**src/rtl/imem_loader_pkg.sv**
```systemverilog
// Shared definitions for the instruction-memory boot loader: FSM state
// codes, memory depth default and instruction width.
package imem_loader_pkg;

  localparam int IMEM_DEPTH_DEF = 256;
  localparam int INSTR_W        = 32;
  localparam int BYTES_PER_WORD = INSTR_W / 8;

  typedef logic [2:0] state_t;

  localparam state_t ST_HDR_LO = 3'd0;
  localparam state_t ST_HDR_HI = 3'd1;
  localparam state_t ST_DATA   = 3'd2;
  localparam state_t ST_DONE   = 3'd3;
  localparam state_t ST_ERR    = 3'd4;

  // The loader takes bytes only while it is still parsing the image.
  function automatic logic is_loading(input state_t s);
    return (s == ST_HDR_LO) || (s == ST_HDR_HI) || (s == ST_DATA);
  endfunction

endpackage

```
**src/rtl/word_assembler.sv**
```systemverilog
// Packs a little-endian byte stream into 32-bit words; word_valid is a
// one-cycle pulse in the cycle after the fourth byte is accepted.
module word_assembler
  import imem_loader_pkg::*;
(
  input  logic               clk,
  input  logic               rst,
  input  logic               byte_valid,
  input  logic [7:0]         byte_data,
  output logic [1:0]         byte_cnt,
  output logic               word_valid,
  output logic [INSTR_W-1:0] word_data
);

  logic [1:0]         cnt_q,   cnt_d;
  logic [INSTR_W-1:0] shift_q, shift_d;
  logic [INSTR_W-1:0] word_q,  word_d;
  logic               valid_q, valid_d;

  // NOTE: every always_comb output gets a default first, so no path can
  // leave it unassigned and infer a latch.
  always_comb begin
    cnt_d   = cnt_q;
    shift_d = shift_q;
    word_d  = word_q;
    valid_d = 1'b0;
    if (byte_valid) begin
      // Shift in from the top so the first byte ends up in bits [7:0].
      shift_d = {byte_data, shift_q[INSTR_W-1:8]};
      cnt_d   = cnt_q + 2'd1;
      if (cnt_q == 2'(BYTES_PER_WORD - 1)) begin
        word_d  = shift_d;
        valid_d = 1'b1;
      end
    end
  end

  // NOTE: sequential state uses non-blocking assignments only, so every
  // flop samples the pre-edge values regardless of statement order.
  always_ff @(posedge clk) begin
    if (rst) begin
      cnt_q   <= '0;
      shift_q <= '0;
      word_q  <= '0;
      valid_q <= 1'b0;
    end else begin
      cnt_q   <= cnt_d;
      shift_q <= shift_d;
      word_q  <= word_d;
      valid_q <= valid_d;
    end
  end

  assign byte_cnt   = cnt_q;
  assign word_valid = valid_q;
  assign word_data  = word_q;

endmodule

```
**src/rtl/imem_loader.sv**
```systemverilog
// Boot loader: parses a length-prefixed byte image, writes it into
// instruction memory and releases the cpu from reset once it is complete.
module imem_loader
  import imem_loader_pkg::*;
#(
  parameter int IMEM_DEPTH = IMEM_DEPTH_DEF,
  parameter int AW         = 8
) (
  input  logic               clk,
  input  logic               rst,
  input  logic               in_valid,
  input  logic [7:0]         in_data,
  output logic               in_ready,
  output logic               imem_we,
  output logic [AW-1:0]      imem_addr,
  output logic [INSTR_W-1:0] imem_wdata,
  output logic               cpu_rst,
  output logic               done,
  output logic               err
);

  state_t        state_q, state_d;
  logic [15:0]   count_q, count_d;
  logic [AW:0]   idx_q,   idx_d;
  logic [AW-1:0] addr_q,  addr_d;
  logic          done_q,  done_d;
  logic          err_q,   err_d;
  logic          cpu_rst_q, cpu_rst_d;

  logic          accept;
  logic          asm_valid;
  logic [1:0]    asm_cnt;
  logic          word_valid;
  logic [15:0]   hdr_n;
  logic          last_write;

  assign in_ready  = !rst && is_loading(state_q);
  assign accept    = in_valid && in_ready;
  assign asm_valid = accept && (state_q == ST_DATA);
  assign hdr_n     = {in_data, count_q[7:0]};

  // idx_q already points past the word being written, so it equals N on
  // the final write.
  assign last_write = word_valid && (32'(idx_q) == 32'(count_q));

  word_assembler u_asm (
    .clk        (clk),
    .rst        (rst),
    .byte_valid (asm_valid),
    .byte_data  (in_data),
    .byte_cnt   (asm_cnt),
    .word_valid (word_valid),
    .word_data  (imem_wdata)
  );

  always_comb begin
    state_d = state_q;
    count_d = count_q;
    idx_d   = idx_q;
    addr_d  = addr_q;
    case (state_q)
      ST_HDR_LO: begin
        if (accept) begin
          count_d[7:0] = in_data;
          state_d      = ST_HDR_HI;
        end
      end
      ST_HDR_HI: begin
        if (accept) begin
          count_d[15:8] = in_data;
          if (hdr_n == 16'd0) begin
            state_d = ST_DONE;
          end else if ({16'd0, hdr_n} > 32'(IMEM_DEPTH)) begin
            state_d = ST_ERR;
          end else begin
            state_d = ST_DATA;
          end
        end
      end
      ST_DATA: begin
        // Address is captured together with the word so both hold steady
        // after the write pulse.
        if (asm_valid && (asm_cnt == 2'(BYTES_PER_WORD - 1))) begin
          addr_d = idx_q[AW-1:0];
          idx_d  = idx_q + 1'b1;
        end
        if (last_write) begin
          state_d = ST_DONE;
        end
      end
      default: ;
    endcase
  end

  always_comb begin
    done_d    = done_q    || (state_d == ST_DONE);
    err_d     = err_q     || (state_d == ST_ERR);
    cpu_rst_d = cpu_rst_q && (state_d != ST_DONE);
  end

  always_ff @(posedge clk) begin
    if (rst) begin
      state_q   <= ST_HDR_LO;
      count_q   <= '0;
      idx_q     <= '0;
      addr_q    <= '0;
      done_q    <= 1'b0;
      err_q     <= 1'b0;
      cpu_rst_q <= 1'b1;
    end else begin
      state_q   <= state_d;
      count_q   <= count_d;
      idx_q     <= idx_d;
      addr_q    <= addr_d;
      done_q    <= done_d;
      err_q     <= err_d;
      cpu_rst_q <= cpu_rst_d;
    end
  end

  assign imem_we   = word_valid;
  assign imem_addr = addr_q;
  assign cpu_rst   = cpu_rst_q;
  assign done      = done_q;
  assign err       = err_q;

endmodule

```
**config.mk**
```make
export PLATFORM = sky130hd
export DESIGN_NAME = imem_loader
export DESIGN_NICKNAME = d
export VERILOG_FILES = /design/src/rtl/imem_loader_pkg.sv /design/src/rtl/word_assembler.sv /design/src/rtl/imem_loader.sv
export SDC_FILE = /design/constraint.sdc
export NUM_CORES = 1
export LEC_CHECK = 0
export BUFFER_PORTS_ARGS = -buffer_cell sky130_fd_sc_hd__buf_2
export CAP_MARGIN = 5
export CORE_MARGIN = 2
export CORE_UTILIZATION = 30
export CTS_CLUSTER_SIZE = 28
export DETAILED_ROUTE_END_ITERATION = 7
export HOLD_SLACK_MARGIN = 0.02
export PLACE_DENSITY = 0.49
export SYNTH_ARGS = -nofsm -noshare
export SYNTH_HDL_FRONTEND = slang
export SYNTH_SLANG_ARGS = --single-unit
```
**constraint.sdc**
```tcl
create_clock -name clk -period 1.7 [get_ports clk]
set_input_delay 0 -clock clk [delete_from_list [all_inputs] [get_ports clk]]
set_output_delay 0 -clock clk [all_outputs]
set_load 0.05 [all_outputs]
```
==> key figures <==
Power
  – Peak supply drop: about 0.00054 V
  – Power Dens Cells: 975.1 nW/um^2
  – Leakage: 1.803 nW
  – Power Total: 4.690 mW

Setup path
  – Critical path origin: state_q[2]$_SDFF_PP0_
  – Critical path class: reg2reg
  – Crit path DAT: 1.88 ns
  – R2R depth: 6
  – Worst setup path end: u_asm.shift_q[27]$_SDFFE_PP0P_
  – Worst path required time: 1.91 ns
  – Crit. End Element: register
  – FF-to-FF setup slack: 0.03 ns
  – Crit-path max FO: 25
  – Worst reg2reg path startpoint: state_q[2]$_SDFF_PP0_
  – Worst r2r dst: u_asm.shift_q[27]$_SDFFE_PP0P_
  – Setup crit start kind: register

Place
  – Placer congestion estimate: 0.8164
  – Dpl cells: between 600 and 700
  – IO Port Bufs: 55
  – Post-place setup slack: 0.001575 ns
  – Hpwl dp: 6306 um
  – DP Area: 4414 um^2

STA
  – Setup ws final: 0.03329 ns
  – Post-layout min period: around 1.7 ns
  – Final setup violation count: 0
  – Count of pins over their slew limit: 0
  – Worst hold slack: 0.04686 ns
  – Unrepaired setup endpoints after global routing: true
  – Sum Neg Setup Slack: 0 ns
  – Fmax: ~600 MHz
  – Hold Fails Final Rpt: 0
  – Slew margin rel.: 70.91%
  – Pin slew with the least headroom to its limit: between 0.4 and 0.5 ns
  – Final period util: 98.04%
  – Max Clock Skew: 0.009322 ns

Layout
  – Antenna fix cells: 0
  – Fin nets: 532
  – Layout overhead on the synthesized area: 25.91%
  – Post-Layout Cell Count: 696
  – Design Area, Final: just under 5000 um^2
  – Share of layout cells above drive strength 1: 22.90%
  – Finished Core Util: between 30% and 40%
  – Fill count: 1356

GRT
  – GRT overflow: 0
  – Pin count of the biggest net entering global routing: 99
  – Initial antenna violation count: 0
  – Global-route wire length before repair: between 10000 and 15000 um
  – Gr usage total: roughly 14%
  – Via count of the first global-routing pass: 2991

Logic synthesis
  – Synth Register Bits: 98
  – Mapped Cells: approximately 450
  – YS warnings: 0
  – Syn_area_per_cell: between 8 and 9 um^2
  – Seq/Total Area, Yosys: 51.36%
  – Mapped Area: 3820 um^2
  – Unique masters post-synth: 40
  – Syn nets: 464

Clocking
  – Post-CTS Setup Inserts: 0
  – CTS HTree Levels: 3
  – Sink Count: 98
  – Clk root buf: clkbuf_16
  – CTS tree: done
  – Clock slew at reported path FFs: 0.07 ns
  – Number of CTS-inserted buffers: 9
  – Clock latency on the worst-skew pair: 0.35 ns
  – Bufs on Longest Clock Path: 2

Drt
  – DRC Markers: 0
  – Post-Route WL: 9142 um
  – Pre-antenna DRT Iters: 4
  – Via Count: 3157
  – Detail Route Antenna Nets: 0
  – DR WL/cell: about 13 um
  – Initial DRC count: 128
  – Vias per cell: 4.536

Die
  – Area of the core: 12520 um^2
  – Site Rows: 41
  – Die area: about 14000 um^2
  – Ports: 56
  – Die width: 116.8 um
  – Starting Density: 30.52%
  – Die Ht: about 120 um

Run
  – Max-Cap Viols: 0

Min path
  – Hold Crit Class: in2reg
  – Hold wc startpoint: in_data[5]

Outcome
  – Status: finished clean
[power by group]
part	total, mW	switching (mW)	internal (mW)
Clock	2.10	0.903	1.20
Combinational	0.257	0.151	0.106
Sequential	2.33	0.0170	2.31
Total	4.69	1.07	3.62
[repair_timing]
action	4_1_cts	5_1_grt
hold endpoints to repair	14	0
endpoints found under the setup margin	2	45
hold buffers	4	0
gates resized for setup	1	12
pin swaps	0	3
[Yosys cell counts, drive strengths merged]
cell type  instances  share of area, %
nand2            146                14
dfxtp             98                51
a21oi             76                10
nor2              22               2.2
buf               16               3.6
clkbuf            15               1.5
xnor2             13               3.0
nand3             11               1.4
mux2i              8               2.1
xor2               5               1.1
nand4              4              0.65
nor4               4              0.82
and4               3              0.69
nor3               3              0.98
a31oi              2              0.33
ha                 2              0.65
inv                2              0.20
nand2b             2              0.33
nor3b              2              0.69
nor4b              2              0.85
or3b               2              0.46
a211oi             1              0.20
a21bo              1              0.26
a22o               1              0.23
a311oi             1              0.23
and2               1              0.16
and3               1              0.16
clkinv             1              0.23
nand3b             1              0.20
nand4bb            1              0.29
o2bb2ai            1              0.23
o31a               1              0.23
or2                1              0.16
or4                1              0.20
[worst min path at each step]
stage	to	slack, ns	cells past startpoint
CTS	u_asm.shift_q[28]$_SDFFE_PP0P_	0.04	4
finish	count_q[5]$_SDFFE_PP0P_	0.05	4
global placement	u_asm.shift_q[25]$_SDFFE_PP0P_	0.32	3
global route	u_asm.word_data[29]$_SDFFE_PP0P_	0.06	4
detailed placement	u_asm.shift_q[25]$_SDFFE_PP0P_	0.33	3
floorplan	u_asm.shift_q[24]$_SDFFE_PP0P_	0.14	2
[worst max-delay path, cell delays in order (launching register included)]
cell and delay (ns):
dfxtp_2 0.33, or3b_4 0.38, buf_6 0.15, or3b_4 0.38, buf_12 0.17, nand2_1 0.07
a21oi_1 0.06
[placed cells by master, fill, tap and decap left out, drive strengths merged, types with 3 or more instances in the layout]
master and count:
and4 3, dfxtp 98, buf 84, mux2i 8, xnor2 13, nor3 3
nand2 146, nor4 4, nand3 11, clkinv 4, nor2 22, nand4 4
clkbuf 10, a21oi 76, dlygate4sd3 4, inv 4, xor2 5
[final cells by class]
type	instances	area, um^2	area share, %
Clock buffer	10	239.0	4.969
Clock inverter	6	72.57	1.509
Inverter	3	16.27	0.3382
Multi-Input combinational cell	319	1692	35.17
Sequential cell	98	1963	40.82
Tap cell	172	215.2	4.475
Timing Repair Buffer	88	611.8	12.72
[sequential cells by signal, summed over array words and instances (netlist names)]
name              cells
count_q              16
cpu_rst               1
done                  1
err                   1
idx_q                 9
imem_addr             8
state_q               3
u_asm.byte_cnt        2
u_asm.shift_q        24
u_asm.word_data      32
u_asm.word_valid      1
[metal layers]
| layer | up-vias | routed length, um | track usage, % |
|---|---|---|---|
| met2 | 47 | 4444 | 23.70 |
| met4 | 0 | 107 | 4.392 |
| met5 | - | 0 | 0 |
| met3 | 10 | 295 | 3.605 |
| li1 | 1627 | - | - |
| met1 | 1473 | 4295 | 17.43 |
[cells by family (layout without fill, tap and decap cells)]
group | Yosys count | count (layout) | synth area share (%)
mux | 8 | 8 | 2.096
xor+xnor | 18 | 18 | 4.127
fa+ha+maj | 2 | 2 | 0.6550
buf+inv | 34 | 107 | 5.503
flops | 98 | 98 | 51.36
compound gates | 84 | 84 | 11.66
simple gates | 207 | 207 | 24.60
Note: power is estimated with default switching activity, not from simulation.
